$ cat config.mk
export PLATFORM = sky130hd
export DESIGN_NAME = mem_stage
export DESIGN_NICKNAME = d
export VERILOG_FILES = /design/src/rtl/riscv_pipe_pkg.sv /design/src/rtl/mem_dmem_fsm.sv /design/src/rtl/mem_stage.sv
export SDC_FILE = /design/constraint.sdc
export NUM_CORES = 1
export LEC_CHECK = 0
export CAP_MARGIN = 5
export CORE_AREA = 2 2 161 163
export DETAILED_ROUTE_END_ITERATION = 8
export DIE_AREA = 0 0 163 165
export DONT_BUFFER_PORTS = 1
export GPL_ROUTABILITY_DRIVEN = 0
export PLACE_DENSITY = 0.58
export SLEW_MARGIN = 20
export SYNTH_ARGS = -nofsm -noshare
export SYNTH_HDL_FRONTEND = slang
export SYNTH_SLANG_ARGS = --single-unit
$ cat constraint.sdc
create_clock -name clk -period 2.2 [get_ports clk]
set_input_delay 0.33 -clock clk [delete_from_list [all_inputs] [get_ports clk]]
set_output_delay 0.33 -clock clk [all_outputs]
set_load 0.005 [all_outputs]
$ cat src/rtl/riscv_pipe_pkg.sv
// Shared pipeline types: EXE->MEM and MEM->WB bus layouts, field offsets,
// MEM-stage FSM state encoding and write-back select codes.
package riscv_pipe_pkg;

    localparam int unsigned EXE_MEM_W = 155;
    localparam int unsigned MEM_WB_W  = 153;

    // EXE->MEM field LSB positions (MSB-first packing)
    localparam int unsigned EM_OP1_LSB      = 0;
    localparam int unsigned EM_CSR_ADDR_LSB = 32;
    localparam int unsigned EM_CSR_CMD_LSB  = 44;
    localparam int unsigned EM_WB_DATA_LSB  = 48;
    localparam int unsigned EM_PC_LSB       = 80;
    localparam int unsigned EM_WB_SEL_LSB   = 112;
    localparam int unsigned EM_MEM_RE_BIT   = 115;
    localparam int unsigned EM_MEM_WE_BIT   = 116;
    localparam int unsigned EM_RD_WEN_BIT   = 117;
    localparam int unsigned EM_RD_LSB       = 118;
    localparam int unsigned EM_ALU_LSB      = 123;

    // MEM->WB field LSB positions
    localparam int unsigned MW_OP1_LSB      = 0;
    localparam int unsigned MW_CSR_ADDR_LSB = 32;
    localparam int unsigned MW_CSR_CMD_LSB  = 44;
    localparam int unsigned MW_PC_LSB       = 48;
    localparam int unsigned MW_WB_SEL_LSB   = 80;
    localparam int unsigned MW_RD_WEN_BIT   = 83;
    localparam int unsigned MW_RD_LSB       = 84;
    localparam int unsigned MW_LOAD_LSB     = 89;
    localparam int unsigned MW_ALU_LSB      = 121;

    localparam logic [2:0] WB_SEL_ALU = 3'd0;
    localparam logic [2:0] WB_SEL_MEM = 3'd1;
    localparam logic [2:0] WB_SEL_PC4 = 3'd2;
    localparam logic [2:0] WB_SEL_CSR = 3'd3;

    typedef enum logic [1:0] {
        ST_IDLE = 2'd0,
        ST_REQ  = 2'd1,
        ST_RESP = 2'd2,
        ST_DONE = 2'd3
    } mem_state_e;

    typedef struct packed {
        logic [31:0] alu_result;
        logic [4:0]  rd;
        logic        rd_wen;
        logic        mem_we;
        logic        mem_re;
        logic [2:0]  wb_sel;
        logic [31:0] pc;
        logic [31:0] wb_data;
        logic [3:0]  csr_cmd;
        logic [11:0] csr_addr;
        logic [31:0] op1_data;
    } exe_mem_t;

    typedef struct packed {
        logic [31:0] alu_result;
        logic [31:0] load_data;
        logic [4:0]  rd;
        logic        rd_wen;
        logic [2:0]  wb_sel;
        logic [31:0] pc;
        logic [3:0]  csr_cmd;
        logic [11:0] csr_addr;
        logic [31:0] op1_data;
    } mem_wb_t;

endpackage

$ cat src/rtl/mem_dmem_fsm.sv
// Data-memory access sequencer: req/gnt/rvalid handshake, timeout counter,
// captured load word and fault flag for the instruction held in MEM.
module mem_dmem_fsm
    import riscv_pipe_pkg::*;
#(
    parameter int unsigned TIMEOUT_CYCLES = 16
) (
    input  logic        clk,
    input  logic        rst_n,
    input  logic        new_mem_op_i,
    input  logic        new_misaligned_i,
    input  logic        cur_we_i,
    input  logic        cur_re_i,
    input  logic        dmem_gnt_i,
    input  logic        dmem_rvalid_i,
    input  logic [31:0] dmem_rdata_i,
    output logic        dmem_req_o,
    output logic        dmem_we_o,
    output logic        stall_o,
    output logic        fault_o,
    output logic [31:0] rdata_o
);

    localparam int unsigned CNT_W = (TIMEOUT_CYCLES > 2) ? $clog2(TIMEOUT_CYCLES) : 1;
    localparam logic [CNT_W-1:0] CNT_LAST = CNT_W'(TIMEOUT_CYCLES - 1);

    mem_state_e       state_q, state_d;
    logic [CNT_W-1:0] cnt_q, cnt_d;
    logic [31:0]      rdata_q, rdata_d;
    logic             fault_q, fault_d;

    always_ff @(posedge clk or negedge rst_n) begin
        if (!rst_n) begin
            state_q <= ST_IDLE;
            cnt_q   <= '0;
            rdata_q <= '0;
            fault_q <= 1'b0;
        end else begin
            state_q <= state_d;
            cnt_q   <= cnt_d;
            rdata_q <= rdata_d;
            fault_q <= fault_d;
        end
    end

    // IDLE/DONE accept the incoming instruction; REQ/RESP hold it until handshake or timeout
    always_comb begin
        state_d = state_q;
        cnt_d   = cnt_q;
        rdata_d = rdata_q;
        fault_d = fault_q;
        unique case (state_q)
            ST_REQ: begin
                cnt_d = cnt_q + 1'b1;
                if (dmem_gnt_i && cur_we_i) begin
                    state_d = ST_DONE;
                end else if (cnt_q == CNT_LAST) begin
                    state_d = ST_DONE;
                    fault_d = 1'b1;
                    rdata_d = '0;
                end else if (dmem_gnt_i && cur_re_i) begin
                    state_d = ST_RESP;
                end
            end
            ST_RESP: begin
                cnt_d = cnt_q + 1'b1;
                if (dmem_rvalid_i) begin
                    state_d = ST_DONE;
                    rdata_d = dmem_rdata_i;
                end else if (cnt_q == CNT_LAST) begin
                    state_d = ST_DONE;
                    fault_d = 1'b1;
                    rdata_d = '0;
                end
            end
            default: begin
                cnt_d   = '0;
                rdata_d = '0;
                fault_d = new_misaligned_i;
                if (new_misaligned_i) begin
                    state_d = ST_DONE;
                end else if (new_mem_op_i) begin
                    state_d = ST_REQ;
                end else begin
                    state_d = ST_IDLE;
                end
            end
        endcase
    end

    assign dmem_req_o = (state_q == ST_REQ);
    assign dmem_we_o  = dmem_req_o & cur_we_i;
    assign stall_o    = (state_q == ST_REQ) | (state_q == ST_RESP);
    assign fault_o    = (state_q == ST_DONE) & fault_q;
    assign rdata_o    = rdata_q;

endmodule

$ cat src/rtl/mem_stage.sv
// MEM pipeline stage: registers the EXE->MEM bus, runs word loads/stores on
// the data-memory port and produces the MEM->WB and MEM hazard buses.
module mem_stage
    import riscv_pipe_pkg::*;
#(
    parameter int unsigned TIMEOUT_CYCLES = 16
) (
    input  logic                 clk,
    input  logic                 rst_n,
    input  logic [EXE_MEM_W-1:0] exe_mem_bus_in,
    output logic                 mem_stall,
    output logic                 dmem_req,
    output logic                 dmem_we,
    output logic [31:0]          dmem_addr,
    output logic [31:0]          dmem_wdata,
    input  logic                 dmem_gnt,
    input  logic                 dmem_rvalid,
    input  logic [31:0]          dmem_rdata,
    output logic [MEM_WB_W-1:0]  mem_wb_bus_out,
    output logic [5:0]           mem_id_data_bus,
    output logic                 mem_fault
);

    exe_mem_t    in_new, in_q;
    mem_wb_t     wb;
    logic        new_mem_op, new_misaligned, wb_mask;
    logic [31:0] load_data;

    assign in_new         = exe_mem_bus_in;
    assign new_mem_op     = in_new.mem_re | in_new.mem_we;
    assign new_misaligned = new_mem_op & (in_new.alu_result[1:0] != 2'b00);

    always_ff @(posedge clk or negedge rst_n) begin
        if (!rst_n) begin
            in_q <= '0;
        end else if (!mem_stall) begin
            in_q <= in_new;
        end
    end

    mem_dmem_fsm #(
        .TIMEOUT_CYCLES(TIMEOUT_CYCLES)
    ) u_fsm (
        .clk              (clk),
        .rst_n            (rst_n),
        .new_mem_op_i     (new_mem_op),
        .new_misaligned_i (new_misaligned),
        .cur_we_i         (in_q.mem_we),
        .cur_re_i         (in_q.mem_re),
        .dmem_gnt_i       (dmem_gnt),
        .dmem_rvalid_i    (dmem_rvalid),
        .dmem_rdata_i     (dmem_rdata),
        .dmem_req_o       (dmem_req),
        .dmem_we_o        (dmem_we),
        .stall_o          (mem_stall),
        .fault_o          (mem_fault),
        .rdata_o          (load_data)
    );

    assign dmem_addr  = {in_q.alu_result[31:2], 2'b00};
    assign dmem_wdata = in_q.wb_data;

    // Stalled or faulted instructions must not commit a register or CSR write
    assign wb_mask = mem_stall | mem_fault;

    always_comb begin
        wb            = '0;
        wb.alu_result = in_q.alu_result;
        wb.load_data  = load_data;
        wb.rd         = in_q.rd;
        wb.rd_wen     = in_q.rd_wen & ~wb_mask;
        wb.wb_sel     = in_q.wb_sel;
        wb.pc         = in_q.pc;
        wb.csr_cmd    = wb_mask ? 4'h0 : in_q.csr_cmd;
        wb.csr_addr   = in_q.csr_addr;
        wb.op1_data   = in_q.op1_data;
    end

    assign mem_wb_bus_out  = wb;
    assign mem_id_data_bus = {in_q.rd, in_q.rd_wen};

endmodule

==> impl_results.md <==
- DRC violations left: 0
- Root Driver: clkbuf_16
- Yosys reg bits: 194
- Worst hold path class: input port to async pin
- Chip height: 165 microns
- Crit start category: flip-flop
- Sequential fraction of the synthesis area: 55.73%
- Die width: 163 microns
- Initial Utilization: 34.79%
- Final Hold Viols: 194
- Routed Antenna Nets: 0
- Synthesized area: 0.008711 sq mm
- Least-Margin Pin Slew: 0.7716 ns
- Post-Route Skew: 0.01077 ns
- Fill count: 2,404
- Final WS setup: 0.1971 ns
- Most common cell on crit path: inv_1
- Commonest cells after routing, fill and taps aside: 194 x dfrtp_1, 156 x mux2_2, 32 x a22o_1
- Failing checks: negative hold slack
- Vias in the first global route: 4,194
- Worst R2R End: u_fsm.rdata_o[26]
- Max Cap Viol: 0
- WL per Instance: 21.04 microns
- CTS Buffer Depth: 2
- Syn Area/Cell: 13.72 sq um
- Synth Flop Type: dfrtp_1
- Slew margin rel.: 48.36%
- Register area: 0.004855 sq mm
- DR pass1 iterations: 4
- Warnings from Yosys: 0
- Global Route Usage Sum: 11.90%
- Reg-to-reg setup timing slack: 0.25 ns
- H-tree depth: 4
- I/O pin cnt: 418
- Outcome: finished with violations
- # clock sinks: 194
- Antenna Diode Count: 0
- Initial antenna violation count: 0
- Hold Worst Slack: -0.4066 ns
- Routed via count: 3,739
- Tcrit/Tclk final: 91.04%
- Buf/Inv on CP: 2
- Core Util, Final: 33.11%
- Full die area: 0.02690 sq mm
- Area post-placement: 0.007654 sq mm
- Synth async-reset ratio: 100.0%
- Largest net degree at the start of global routing: 195
- Core Rows: 58
- Pleak: 3.528 nW
- CTS clk-pin slew, worst paths: 0.08 ns
- Worst VDD drop: 976.0 uV
- Top achievable clock speed: 0.4993 GHz
- Tmin final: 2.003 ns
- Nets: 647
- RSZ-0062 raised after global routing: false
- Pre-CTS WS: -0.07802 ns
- Crit-path cells: inv_1 -> ha_4 -> inv_1 -> nor2_4 -> and2_1
- CP top delay family: flip-flops
- Post-detail-place hpwl: 12.27 mm
- Setup violators final: 0
- Cell Pwr Density: 1739 mW/mm^2
- Clk_lat worst skew: 0.42 ns
- Crit path DAT: 1.67 ns
- Most common cell after layout, fill and taps aside: dfrtp_1
- Crit-path slowest cell: dfrtp_1
- R2R depth: 6
- Gr ovfl total: 0
- CP Max Fanout: 5
- EDFF count, synth: 0
- CP max stage delay: 0.40 ns
- Total routed wirelength: 16.73 mm
- Design area: 0.008289 sq mm
- Initial DRC count: 181
- Worst Setup Path Type: flip-flop to output port
- Crit end category: output port
- TritonCTS clock tree: done
- CTS buffer count: 17
- Slew Viols, Final: 0
- R2r startpoint: u_fsm.state_q[0]
- Synth-to-Final Area Change: -4.841%
- Post-synth cell types: 25
- Layout cell share with drive strength beyond 1: 42.37%
- Global-route wire length before repair: 24.16 mm
- Core area: 0.02504 sq mm
- Multi-input combinational cell area: 0.002335 sq mm
- Via/cell ratio: 4.703
- Required @ worst endpoint: 1.87 ns
- Cells after synthesis: 635
- Port Buffers: 0
==> cell usage after synthesis, types with 2 or more instances <==
cell type	n	share of area, %
nor2b_1	2	0.14
o21ai_0	2	0.11
nor2_1	9	0.39
and2_1	7	0.50
inv_1	3	0.13
dfrtp_1	194	56
nand2_1	2	0.086
buf_4	196	17
nand3_1	3	0.17
buf_2	13	0.75
a22o_1	32	3.2
mux2_2	156	20
ha_1	4	0.57
==> timing repair <==
item                       4_1_cts  5_1_grt
setup endpoints to repair       37        5
pin swaps                        0        1
buffers inserted                 0        3
gates resized for setup          3        0
hold endpoints to repair       194      194
==> registers in the layout, indices dropped and copies added, names as in the netlist <==
register,cells
mem_wb_bus_out,81
u_fsm.rdata_o,32
u_fsm.cnt_q,4
in_q,6
mem_id_data_bus,6
dmem_addr,30
u_fsm.state_q,2
dmem_wdata,32
u_fsm.fault_q,1
==> power breakdown <==
part           total, mW  internal [mW]  leakage (nW)  switching (mW)
Combinational       4.52           2.62         0.902            1.89
Sequential          6.77           5.24          2.33            1.53
Clock               3.12           1.64         0.292            1.48
Total               14.4           9.50          3.53            4.91
==> how the worst max path moves through the flow <==
stage                startpoint                 end  slack (ns)  depth (start not counted)
2_1_floorplan  u_fsm.state_q[0]  mem_wb_bus_out[44]        0.45                          7
3_3_place_gp   u_fsm.state_q[0]   u_fsm.rdata_o[23]         0.1                          6
3_5_place_dp   u_fsm.state_q[0]   u_fsm.rdata_o[12]       -0.08                          6
4_1_cts        u_fsm.state_q[0]  mem_wb_bus_out[44]        0.03                          5
5_1_grt        u_fsm.state_q[0]   u_fsm.rdata_o[26]        0.07                          6
6_report       u_fsm.state_q[0]  mem_wb_bus_out[45]        0.20                          5
==> layer usage <==
layer	share of wire (%)	GRT usage, %	up-vias
met1	36	12.84	1882
met4	1.5	4.103	0
met2	54	21.67	241
li1	-	-	1602
met3	8.2	4.169	14
met5	0	0	-
==> layout make-up <==
type	instances	share of cell area [%]
Sequential cell	194	58.57
Multi-Input combinational cell	229	28.17
Clock buffer	19	5.223
Tap cell	330	4.981
Clock inverter	13	1.992
Timing Repair Buffer	7	0.9358
Inverter	3	0.1358
==> worst register-to-register path, cell delays in order, from the launching register on <==
cell     delay, ns
dfrtp_1       0.41
inv_1         0.12
ha_4          0.15
nor2b_1       0.17
o21ai_1       0.13
o21ai_4       0.63
a22o_1        0.27
==> stage by stage <==
stage | instances | setup TNS [ns] | hold WS [ns] | total power [mW]
finish | 795 | 0 | -0.4066 | 14.41
global placement | 760 | 0 | 0.03827 | 11.06
floorplan | 636 | 0 | 0.03441 | 12.61
CTS | 792 | 0 | -0.4310 | 14.59
detailed placement | 760 | -1.857 | 0.03821 | 11.38
global route | 795 | 0 | -0.4469 | 15.32
==> cells by family (layout without fill, tap and decap cells) <==
family | Yosys count | count (layout) | synth area share, %
flip-flops | 194 | 194 | 55.73
multiplexers | 157 | 157 | 20.28
AO/OA/AOI/OAI | 39 | 39 | 3.763
buffers and inverters | 213 | 42 | 17.90
AND/OR/NAND/NOR | 25 | 25 | 1.508
other | 1 | 2 | 0.04305
adder cells (fa/ha/maj) | 4 | 4 | 0.5746
XOR/XNOR | 2 | 2 | 0.2011
Power figures use the tool's default switching activity.
